<file path="config.mk">
export PLATFORM = sky130hd
export DESIGN_NAME = ascon_dec_output_collector
export DESIGN_NICKNAME = d
export VERILOG_FILES = /design/src/rtl/ascon_dec_output_collector.sv
export SDC_FILE = /design/constraint.sdc
export NUM_CORES = 1
export LEC_CHECK = 0
export BUFFER_PORTS_ARGS = -buffer_cell sky130_fd_sc_hd__buf_2
export CORE_ASPECT_RATIO = 2
export CORE_UTILIZATION = 52
export DETAILED_ROUTE_END_ITERATION = 10
export PLACE_DENSITY = 0.73
export SETUP_SLACK_MARGIN = 0.05
export SYNTH_ARGS = -nofsm -noshare
export SYNTH_HDL_FRONTEND = slang
export SYNTH_SLANG_ARGS = --single-unit
</file>
<file path="constraint.sdc">
create_clock -name clk -period 1.75 [get_ports clk]
set_input_delay 0 -clock clk [delete_from_list [all_inputs] [get_ports clk]]
set_output_delay 0 -clock clk [all_outputs]
set_load 0.005 [all_outputs]
</file>
<file path="src/rtl/ascon_dec_output_collector.sv">
// Collects the AEAD decryption core's bit-serial plaintext and tag, verifies the tag,
// and presents the plaintext (zeroed on tag failure) on a valid/ready result port.
module ascon_dec_output_collector #(
    parameter int unsigned y    = 64,
    parameter int unsigned SKIP = 2
) (
    input  logic           clk,
    input  logic           rst,
    input  logic           decryption_readyxSI,
    input  logic           plain_textxSI,
    input  logic           tagxSI,
    input  logic [127:0]   expected_tagxDI,
    input  logic           result_readyxSI,
    output logic [y-1:0]   plain_textxDO,
    output logic           tag_okxSO,
    output logic           result_validxSO,
    output logic           busyxSO,
    output logic           overrunxSO
);

    localparam int unsigned TAGW = 128;
    localparam int unsigned N    = (y > TAGW) ? y : TAGW;
    localparam int unsigned CW   = $clog2(N + 1);

    localparam logic [CW-1:0] LAST_BIT = CW'(N - 1);
    localparam logic [CW-1:0] PT_END   = CW'(y);
    localparam logic [CW-1:0] TAG_END  = CW'(TAGW);

    typedef enum logic [2:0] {
        S_IDLE,
        S_WAIT,
        S_SHIFT,
        S_CHECK,
        S_HOLD
    } state_t;

    state_t           state;
    state_t           stateNext;
    logic             prevReady;
    logic             readyRise;
    logic [3:0]       waitCnt;
    logic [CW-1:0]    bitIdx;
    logic [y-1:0]     ptShift;
    logic [TAGW-1:0]  tagShift;
    logic [TAGW-1:0]  expTag;

    assign readyRise = decryption_readyxSI & ~prevReady;
    assign busyxSO   = (state != S_IDLE);

    always_comb begin
        stateNext = state;
        case (state)
            S_IDLE:  if (readyRise) stateNext = (SKIP == 0) ? S_SHIFT : S_WAIT;
            S_WAIT:  if (waitCnt == 4'd1) stateNext = S_SHIFT;
            S_SHIFT: if (bitIdx == LAST_BIT) stateNext = S_CHECK;
            S_CHECK: stateNext = S_HOLD;
            S_HOLD:  if (result_readyxSI) stateNext = S_IDLE;
            default: stateNext = S_IDLE;
        endcase
    end

    always_ff @(posedge clk) begin
        if (rst) state <= S_IDLE;
        else     state <= stateNext;
    end

    // prevReady resets to 1 so a ready level held through reset is not a start edge
    always_ff @(posedge clk) begin
        if (rst) begin
            prevReady       <= 1'b1;
            waitCnt         <= '0;
            bitIdx          <= '0;
            ptShift         <= '0;
            tagShift        <= '0;
            expTag          <= '0;
            plain_textxDO   <= '0;
            tag_okxSO       <= 1'b0;
            result_validxSO <= 1'b0;
            overrunxSO      <= 1'b0;
        end else begin
            prevReady <= decryption_readyxSI;
            if (readyRise && (state != S_IDLE)) overrunxSO <= 1'b1;
            case (state)
                S_IDLE: begin
                    if (readyRise) begin
                        expTag   <= expected_tagxDI;
                        ptShift  <= '0;
                        tagShift <= '0;
                        bitIdx   <= '0;
                        waitCnt  <= 4'(SKIP);
                    end
                end
                S_WAIT: waitCnt <= waitCnt - 4'd1;
                S_SHIFT: begin
                    // LSB-first: shifting in at the MSB leaves bit 0 at index 0 after the last shift
                    bitIdx <= bitIdx + 1'b1;
                    if (bitIdx < PT_END)  ptShift  <= {plain_textxSI, ptShift[y-1:1]};
                    if (bitIdx < TAG_END) tagShift <= {tagxSI, tagShift[TAGW-1:1]};
                end
                S_CHECK: begin
                    tag_okxSO       <= (tagShift == expTag);
                    plain_textxDO   <= (tagShift == expTag) ? ptShift : '0;
                    result_validxSO <= 1'b1;
                end
                S_HOLD: if (result_readyxSI) result_validxSO <= 1'b0;
                default: ;
            endcase
        end
    end

endmodule

</file>
==> results.md <==
- Setup Viol. Count Final: 398
- Die area: 0.0298 mm²
- Reg2reg setup slack: -1.10 ns
- Reg2reg end: plain_textxDO[28]$_SDFFE_PP0P_
- Final #Nets: 2,438
- Hold slack: 0.0259 ns
- Power Total: 21.4 mW
- EDFF count, synth: 0
- Status: finished, violations left
- Vias/cell: 6.58
- Mapped Cells: 1,702
- DR iter-0 viols: 2,094
- Routed Antenna Nets: 0
- Synth Flop Type: dfxtp_1
- Async SR Flop Fraction: 0%
- Hold WC Path Type: input port to flip-flop
- Top-Level Pins: 202
- Die height: 243 µm
- Worst hold endpoint: expTag[4]$_SDFFE_PP0P_
- Final instance count without filler cells: 2,688
- MaxCap Viol Count: 0
- Hold_sp: rst
- Total track usage: 33.9%
- Finished Cell Area: 0.0257 mm²
- Wirelength per Cell: 29.6 µm
- Total number of vias: 17.7k
- Post-Place Cell Area: 0.0182 mm²
- Worst-path clk slew: 0.07 ns
- Slowest-stage cell, CP: nor4_2
- Fmax: 0.351 GHz
- Crit end category: flip-flop
- Initial antenna violation count: 3
- Largest buffer count on any clock path: 3
- Share of cells above drive strength 1: 52.8%
- Largest net degree at the start of global routing: 104
- Post-route clock skew: 0.0342 ns
- CTS tree: done
- CP Max Fanout: 16
- Drt total wl: 79,600 µm
- Critical path startpoint category: flip-flop
- Number of synthesis warnings: 0
- TritonCTS buffer count: 36
- Drt drc: 0
- Critical Path AT: 3.34 ns
- Clk_lat worst skew: 0.57 ns
- Tightest Pin Transition: 0.719 ns
- Pwr/cell area: 830 mW/mm²
- Dpl hpwl: 30,300 µm
- Violated checks: negative setup slack
- Min Clock Period, post-route: 2.85 ns
- Max-slew headroom: 51.7%
- Placed Cells: 2,382
- IO buf count: 201
- Pre-CTS setup slack: -0.589 ns
- RR Startpoint: expTag[56]$_SDFFE_PP0P_
- Max VDD drop: 1.03 mV
- H-Tree Depth: 2
- Delay-heaviest family, CP: simple AND/OR/NAND/NOR gates
- DIE WIDTH: 123 µm
- Setup CP Type: flip-flop to flip-flop
- Final worst-path cycle share: 163%
- 1st-pass router iterations: 7
- Synth unique cells: 44
- Unrepaired setup endpoints after global routing: true
- CORE AREA: 0.0287 mm²
- Req. time, crit path: 2.23 ns
- Syn Nets: 1,839
- GP Congestion: 0.961
- Setup TNS: -141.84 ns
- Register area share after synthesis: 53.4%
- Reg2Reg Depth: 9
- Total gr overflow: 0
- Crit-path max cell delay: 0.52 ns
- Layout area overhead: 70.2%
- Synthesized cell area: 0.0151 mm²
- WP buf/inv: 3
- Initial core utilization: 52.6%
- Clock Root Buffer: clkbuf_16
- Synthesized area per cell: 8.88 µm²
- Fin. max-slew vios: 0
- Cell Chain, Critical Path: xnor2_1, buf_4, nand4_1, nor4_2, nand3_1, nor4_4, buf_6, clkbuf_16, a22o_1
- Worst Slack Setup Final: -1.10 ns
- Number of synthesized register bits: 403
- Vias in the first global route: 14.8k
- Final core utilization: 89.5%
- Row count: 88
- Hold path cells: 3
- Final Hold Vio Count: 0
- First-pass GRT wire length: 77,300 µm
- Num Clock Sinks: 403
- Leak pwr: 10.3 nW
-- sequential cells by signal, indices dropped and copies added, names as in the netlist, 3 cells and up --
| name | count |
|---|---|
| tagShift | 128 |
| ptShift | 64 |
| state | 3 |
| waitCnt | 4 |
| plain_textxDO | 64 |
| bitIdx | 8 |
| expTag | 128 |
-- cells by family (layout without fill, tap and decap cells) --
group           after synthesis  count (layout)  share of synthesized area [%]
flops                       403             403                           53.4
other cells                   0               2                              0
fa+ha+maj                     3               3                          0.248
compound gates              412             413                           17.7
xor+xnor                    124             124                           7.18
mux                           3               3                          0.215
buf+inv                     141             759                           4.37
simple gates                616             621                           16.9
-- cell usage in the layout, fill, tap and decap left out, types with 36 or more instances in the layout --
cell type	instances
nand2_4	116
a22oi_2	123
buf_2	199
buf_12	36
buf_4	209
clkbuf_16	70
nand2_2	94
a21oi_2	170
nor2_1	143
xnor2_1	97
dlygate4sd3_1	132
dfxtp_1	387
buf_6	54
a22o_1	65
nand2_1	123
-- synth_stat cells, types with 3 or more instances --
cell type / instances / area, µm²
buf_2: 39 / 195
a22oi_1: 128 / 961
xnor2_1: 104 / 911
a22o_1: 65 / 569
nor2_1: 151 / 567
ha_1: 3 / 37.5
nand2_1: 333 / 1250
inv_1: 9 / 33.8
nor3_1: 10 / 50.1
xor2_1: 20 / 175
dfxtp_1: 403 / 8070
nand3_1: 71 / 355
buf_6: 10 / 113
clkbuf_1: 79 / 297
a21oi_1: 204 / 1020
nor4_1: 8 / 50.1
nand4_1: 28 / 175
-- where the power goes --
| group | total, mW | internal, mW | switching, mW |
|---|---|---|---|
| Combinational | 3.33 | 1.46 | 1.87 |
| Clock | 8.61 | 4.88 | 3.73 |
| Sequential | 9.41 | 9.28 | 0.131 |
| Total | 21.4 | 15.6 | 5.74 |
-- cell type report --
type | instances | area [µm²]
fillers | 1013 | 3010
multi-input cells | 1164 | 9430
inverters | 9 | 33.8
clock buffers | 48 | 1030
well taps | 360 | 450
clock inverters | 15 | 204
flip-flops and latches | 403 | 8090
diodes | 2 | 5.00
repair buffers | 687 | 6490
-- what timing repair did --
item                                    CTS  global route
endpoints found under the setup margin  379           396
gates cloned                             10            50
endpoints found under the hold margin   134             0
gates resized for setup                  52           764
pin swaps                                14           316
hold buffers                            132             0
buffers inserted                          7            45
-- worst max-delay path by stage --
stage / cells past startpoint / endpoint / slack [ns] / start
2_1_floorplan: 7 / ptShift[60]$_SDFFE_PP0P_ / -0.07 / state[0]$_SDFFE_PP0P_
3_3_place_gp: 8 / plain_textxDO[47]$_SDFFE_PP0P_ / -0.61 / expTag[125]$_SDFFE_PP0P_
3_5_place_dp: 8 / plain_textxDO[44]$_SDFFE_PP0P_ / -0.59 / expTag[125]$_SDFFE_PP0P_
4_1_cts: 10 / plain_textxDO[24]$_SDFFE_PP0P_ / -0.49 / expTag[78]$_SDFFE_PP0P_
5_1_grt: 9 / plain_textxDO[55]$_SDFFE_PP0P_ / -1.11 / expTag[56]$_SDFFE_PP0P_
6_report: 9 / plain_textxDO[28]$_SDFFE_PP0P_ / -1.10 / expTag[56]$_SDFFE_PP0P_
-- worst min-delay path: cells and delay by family --
family,cells,cell delay (ns)
buffers and inverters,2,0.38
AOI/OAI and AO/OA,1,0.16
-- per-layer routing --
metal	share of wire (%)	vias up	GRT usage [%]
li1	-	7070	-
met1	30	8301	34.0
met2	46	1539	60.3
met3	10	775	4.84
met4	14	2	27.5
met5	0.044	-	0
No activity file was read; power rests on OpenSTA's default activity.
